--- src/rtl/tusca_uc.sv ---
// TUSCA control unit: Moore FSM sequencing DHT11 reads, serial transmission,
// inter-measurement delay, configuration reception and retry/fault handling.
module tusca_uc #(
    parameter int MAX_TENTATIVAS = 3
) (
    input  logic       clock,
    input  logic       reset,
    input  logic       ligar,
    input  logic       configurar,
    input  logic       fim_delay,
    input  logic       pronto_medida,
    input  logic       erro_medida,
    input  logic       pronto_config,
    input  logic       erro_config,
    input  logic       pronto_transmite_medida,
    output logic       zera_delay,
    output logic       conta_delay,
    output logic       medir_dht11,
    output logic       receber_config,
    output logic       transmite_medida,
    output logic       gira,
    output logic       falha,
    output logic       db_erro_config,
    output logic [1:0] db_tentativas,
    output logic [3:0] db_estado
);
    localparam int TW = $clog2(MAX_TENTATIVAS + 1);

    typedef enum logic [3:0] {
        INICIAL            = 4'd0,
        PREPARA            = 4'd1,
        PEDE_MEDIDA        = 4'd2,
        ESPERA_MEDIDA      = 4'd3,
        ERRO_MEDIDA        = 4'd4,
        TRANSMITE          = 4'd5,
        ESPERA_TRANSMISSAO = 4'd6,
        ZERA_DELAY         = 4'd7,
        ESPERA_DELAY       = 4'd8,
        PEDE_CONFIG        = 4'd9,
        ESPERA_CONFIG      = 4'd10,
        FALHA              = 4'd15
    } estado_t;

    estado_t         estado, prox_estado;
    logic [TW-1:0]   tentativas;
    logic [TW-1:0]   tent_inc;
    logic            pedido_config;

    assign tent_inc = tentativas + TW'(1);

    always_ff @(posedge clock or posedge reset) begin
        if (reset) estado <= INICIAL;
        else       estado <= prox_estado;
    end

    always_comb begin
        prox_estado = INICIAL;
        case (estado)
            INICIAL:            prox_estado = ligar ? PREPARA : INICIAL;
            PREPARA:            prox_estado = PEDE_MEDIDA;
            PEDE_MEDIDA:        prox_estado = ESPERA_MEDIDA;
            ESPERA_MEDIDA: begin
                if (erro_medida)        prox_estado = ERRO_MEDIDA;
                else if (pronto_medida) prox_estado = TRANSMITE;
                else                    prox_estado = ESPERA_MEDIDA;
            end
            ERRO_MEDIDA:        prox_estado = (tent_inc == TW'(MAX_TENTATIVAS)) ? FALHA : ZERA_DELAY;
            TRANSMITE:          prox_estado = ESPERA_TRANSMISSAO;
            ESPERA_TRANSMISSAO: prox_estado = pronto_transmite_medida ? ZERA_DELAY : ESPERA_TRANSMISSAO;
            ZERA_DELAY:         prox_estado = ESPERA_DELAY;
            ESPERA_DELAY: begin
                if (!ligar)                         prox_estado = INICIAL;
                else if (fim_delay && pedido_config) prox_estado = PEDE_CONFIG;
                else if (fim_delay)                 prox_estado = PEDE_MEDIDA;
                else                                prox_estado = ESPERA_DELAY;
            end
            PEDE_CONFIG:        prox_estado = ESPERA_CONFIG;
            ESPERA_CONFIG:      prox_estado = (erro_config || pronto_config) ? PEDE_MEDIDA : ESPERA_CONFIG;
            FALHA:              prox_estado = ligar ? FALHA : INICIAL;
            default:            prox_estado = INICIAL;
        endcase
    end

    always_comb begin
        zera_delay       = 1'b0;
        conta_delay      = 1'b0;
        medir_dht11      = 1'b0;
        receber_config   = 1'b0;
        transmite_medida = 1'b0;
        falha            = 1'b0;
        gira             = 1'b1;
        case (estado)
            INICIAL:     gira = 1'b0;
            PREPARA:     zera_delay = 1'b1;
            PEDE_MEDIDA: medir_dht11 = 1'b1;
            TRANSMITE:   transmite_medida = 1'b1;
            ZERA_DELAY:  zera_delay = 1'b1;
            ESPERA_DELAY: conta_delay = 1'b1;
            PEDE_CONFIG: receber_config = 1'b1;
            FALHA: begin
                falha = 1'b1;
                gira  = 1'b0;
            end
            ESPERA_MEDIDA, ERRO_MEDIDA, ESPERA_TRANSMISSAO, ESPERA_CONFIG: ;
            default:     gira = 1'b0;
        endcase
    end

    // Error count is cleared on a fresh start and on every successful read.
    always_ff @(posedge clock or posedge reset) begin
        if (reset)
            tentativas <= '0;
        else if (estado == PREPARA)
            tentativas <= '0;
        else if (estado == ESPERA_MEDIDA && !erro_medida && pronto_medida)
            tentativas <= '0;
        else if (estado == ERRO_MEDIDA)
            tentativas <= tent_inc;
    end

    // A new request arriving on the PEDE_CONFIG cycle must survive the clear.
    always_ff @(posedge clock or posedge reset) begin
        if (reset)
            pedido_config <= 1'b0;
        else if (estado != INICIAL && configurar)
            pedido_config <= 1'b1;
        else if (estado == PEDE_CONFIG || estado == INICIAL)
            pedido_config <= 1'b0;
    end

    always_ff @(posedge clock or posedge reset) begin
        if (reset)
            db_erro_config <= 1'b0;
        else if (estado == ESPERA_CONFIG && erro_config)
            db_erro_config <= 1'b1;
        else if (estado == ESPERA_CONFIG && pronto_config)
            db_erro_config <= 1'b0;
    end

    generate
        if (TW >= 2) begin : g_tent_trunc
            assign db_tentativas = tentativas[1:0];
        end else begin : g_tent_ext
            assign db_tentativas = {1'b0, tentativas};
        end
    endgenerate

    assign db_estado = estado;
endmodule

--- config.mk ---
export PLATFORM = sky130hd
export DESIGN_NAME = tusca_uc
export DESIGN_NICKNAME = d
export VERILOG_FILES = /design/src/rtl/tusca_uc.sv
export SDC_FILE = /design/constraint.sdc
export NUM_CORES = 1
export LEC_CHECK = 0
export CAP_MARGIN = 15
export CORE_UTILIZATION = 38
export DETAILED_ROUTE_END_ITERATION = 16
export HOLD_SLACK_MARGIN = 0.08
export MAX_ROUTING_LAYER = met4
export PLACE_DENSITY = 0.7
export SYNTH_ARGS = -nofsm -noshare
export SYNTH_HDL_FRONTEND = slang
export SYNTH_SLANG_ARGS = --single-unit
export TNS_END_PERCENT = 10
--- constraint.sdc ---
create_clock -name clock -period 2.3 [get_ports clock]
set_input_delay 0.46 -clock clock [delete_from_list [all_inputs] [get_ports clock]]
set_output_delay 0.46 -clock clock [all_outputs]
set_load 0.01 [all_outputs]
==> impl_metrics.csv <==
group,metric,value,unit
status,status,"finished with violations",
status,violations,"design-rule violations",
timing,period_share,97.2,%
floorplan,rows,14,
setup_path,cp.required,1.84,ns
detailed_routing,avgRoutedWirePerCell,14.6,µm
setup_path,cpMaxStageDelayCell,"clkdlybuf4s50_1",
grt,antenna_found_initial,0,
timing,rsz0062_at_grt,"true",
floorplan,die_x,43.4,µm
cells_and_area,drive_gt1_share,18.8,%
grt,track_usage,20.1,%
timing,drv_slew,0,
clock_network,clock_sink_count,8,
timing,final-setup-viol-count,0,
setup_path,cp_top_family,"buffers and inverters",
pwr,p_leak,0.359,nW
clock_network,postCtsSetupRepairBufs,0,
synth,yosys.area_share.adder,1.92,%
pwr,p_sw_share,42.0,%
setup_path,worst-path-buf-inv,1,
floorplan,fp.dieH,43.4,µm
clock_network,root_buffer,"clkbuf_4",
grt,overflow,0,
hold_path,hold_path_class,"in -> async",
detailed_routing,vias_per_cell,5.72,
place,port_buffers,23,
detailed_routing,drc,4,
timing,finalClockSkew,0.00342,ns
clock_network,cts.clk_slew.worst_paths,0.05,ns
cells_and_area,fin_area,927,µm²
cells_and_area,diodes,0,
detailed_routing,drt_pre_antenna_iters,10,
synth,seq_area_frac_synth,30.7,%
clock_network,cts_made_buffers,3,
synth,synthXorXnorAreaFrac,2.69,%
setup_path,worstPathCellList,"nor4b_2 -> clkdlybuf4s50_1",
pwr,p_total,1.14,mW
synth,synth-simple-area-share,30.7,%
synth,syn_area,652,µm²
synth,synth_compound_area_share,22.5,%
place,gp_congestion,0.856,
floorplan,pin_count,24,
timing,hold_viol_final,0,
detailed_routing,wl,1640,µm
timing,max_slew_margin,75.4,%
floorplan,initial_utilization,41.8,%
flow_run,drv_cap,0,
synth,synthCells,72,
timing,worst_pin_slew,0.368,ns
cells_and_area,fin_nets,109,
pwr,power.density,1230,nW/µm²
setup_path,path_max_fanout,15,
synth,synth_top_family_by_area,"simple AND/OR/NAND/NOR gates",
setup_path,r2r_slack,0.85,ns
synth,synth_cell_types,33,
floorplan,die_area,1890,µm²
detailed_routing,first_iter_violations,17,
synth,synth_mux_area_share,3.07,%
timing,finalCriticalPeriod,2.24,ns
detailed_routing,ant_nets,0,
grt,grt_start_max_net_pins,17,
cells_and_area,fin_util,59.5,%
setup_path,worst_setup_path_end_kind,"output port",
clock_network,cts_tree,"yes",
floorplan,coreArea,1560,µm²
grt,grt_pass1_vias,585,
synth,yosysWarningCount,0,
setup_path,max_stage_delay,0.60,ns
detailed_routing,vias,641,
timing,clock.fmax,0.447,GHz
pwr,comb_power_share,60.3,%
setup_path,cp.arrival,1.78,ns
pwr,seqPwrFrac,29.9,%
place,dp_hpwl,1240,µm
synth,syn_nets,83,
clock_network,cts_max_level,1,
pwr,p_switching,0.478,mW
synth,ys_seq_elements,8,
setup_path,critPathKind,"reg -> out",
timing,tns,0,ns
pwr,p_int,0.659,mW
pwr,ir_drop,0.593,mV
pwr,p_clk_share,9.8,%
clock_network,clock_latency,0.26,ns
cells_and_area,fill_cells,135,
place,postPlaceCellArea,900,µm²
cells_and_area,area_growth_syn_to_layout,42.2,%
timing,timing.hold.ws,0.452,ns
synth,syn_avg_cell_area,9.05,µm²
grt,grt_pass1_wl,2660,µm
clock_network,cts_buffer_depth,2,
clock_network,ctsHoldBuffers,0,
setup_path,start_kind,"flop",
[layout by cell type, fill, tap and decap left out, drive strengths merged, types with 3 or more instances in the layout]
master and count:
nand2 4, o21ai 6, nand2b 3, clkdlybuf4s50 23, clkbuf 3, nor4b 6
nor2 6, a21oi 4, buf 5, inv 4, dfrtp 8
[cell type report]
cell class / count / area [µm²] / share of cell area [%]
clock buffers: 3 / 22.5 / 2.43
inverters: 4 / 15.0 / 1.62
multi-input cells: 53 / 397 / 42.8
flip-flops and latches: 8 / 205 / 22.1
well taps: 16 / 20.0 / 2.16
repair buffers: 28 / 268 / 28.9
[registers in the layout (all words and copies together), names as in the netlist]
| name | cells |
|---|---|
| db_erro_config | 1 |
| db_tentativas | 2 |
| pedido_config | 1 |
| db_estado | 4 |
[Yosys cell counts, drive strengths merged]
cell	instances	area (µm²)
buf	7	40.0
and3b	1	8.76
mux2i	2	20.0
o21ai	6	30.0
nor2	6	22.5
nor4b	6	73.8
and4	2	17.5
dfrtp	8	200
xor2	1	8.76
inv	4	15.0
a32oi	1	8.76
o21ba	1	10.0
a21bo	1	10.0
xnor2	1	8.76
nand3b	2	15.0
a32o	1	10.0
o211a	1	10.0
a31o	1	8.76
a22o	1	8.76
nand2b	3	18.8
nor3	2	10.0
a21oi	4	20.0
ha	1	12.5
o211ai	2	15.0
nor4	1	6.26
a2111oi	1	15.0
and4bb	1	12.5
nand2	4	15.0
[kinds of logic (layout without fill, tap and decap cells)]
logic type,after synthesis,after routing
flops,8,8
buf+inv,11,35
fa+ha+maj,1,1
simple gates,28,28
compound gates,20,20
mux,2,2
xor+xnor,2,2
[worst reg2reg max path: cells and delay by family, from the launching register on]
| family | cells | cell delay, ns |
|---|---|---|
| DFF | 1 | 0.50 |
| and+or+nand+nor | 2 | 0.38 |
| muxes | 1 | 0.23 |
| buffers and inverters | 1 | 0.21 |
[timing repair]
item,in CTS,in global routing
setup endpoints to repair,2,7
resized for setup,2,2
gates cloned,0,0
[per-layer routing]
layer | vias to the layer above | GRT usage, % | part of all wire [%]
met3 | 5 | 5.00 | 5.6
li1 | 317 | - | -
met2 | 16 | 29.4 | 46
met1 | 303 | 25.9 | 46
met4 | 0 | 9.38 | 2.0
met5 | - | - | 0
[per-stage QoR]
step	instances	setup slack (ns)
after floorplan	72	0.578
after detailed placement	109	0.258
final	112	0.0648
after global placement	109	0.307
after global routing	112	-0.0341
after CTS	112	-0.00644
[worst paths after layout]
check / startpoint / end / cells past startpoint
min in group clock: db_erro_config / db_erro_config / 1
hold / removal: reset / db_erro_config / 2
max in group asynchronous: reset / db_estado[0] / 2
setup reg to reg: db_estado[1] / db_tentativas[1] / 4
hold reg to reg: db_erro_config / db_erro_config / 1
setup / recovery: db_estado[1] / conta_delay / 2
[power groups by stage]
stage	sequential [mW]	clock [mW]	combinational, mW
floorplan	0.278	0	0.459
global placement	0.331	0	0.675
detailed placement	0.335	0	0.684
CTS	0.335	0.117	0.687
global route	0.357	0.123	0.744
finish	0.340	0.111	0.686
No activity file was read; power rests on OpenSTA's default activity.
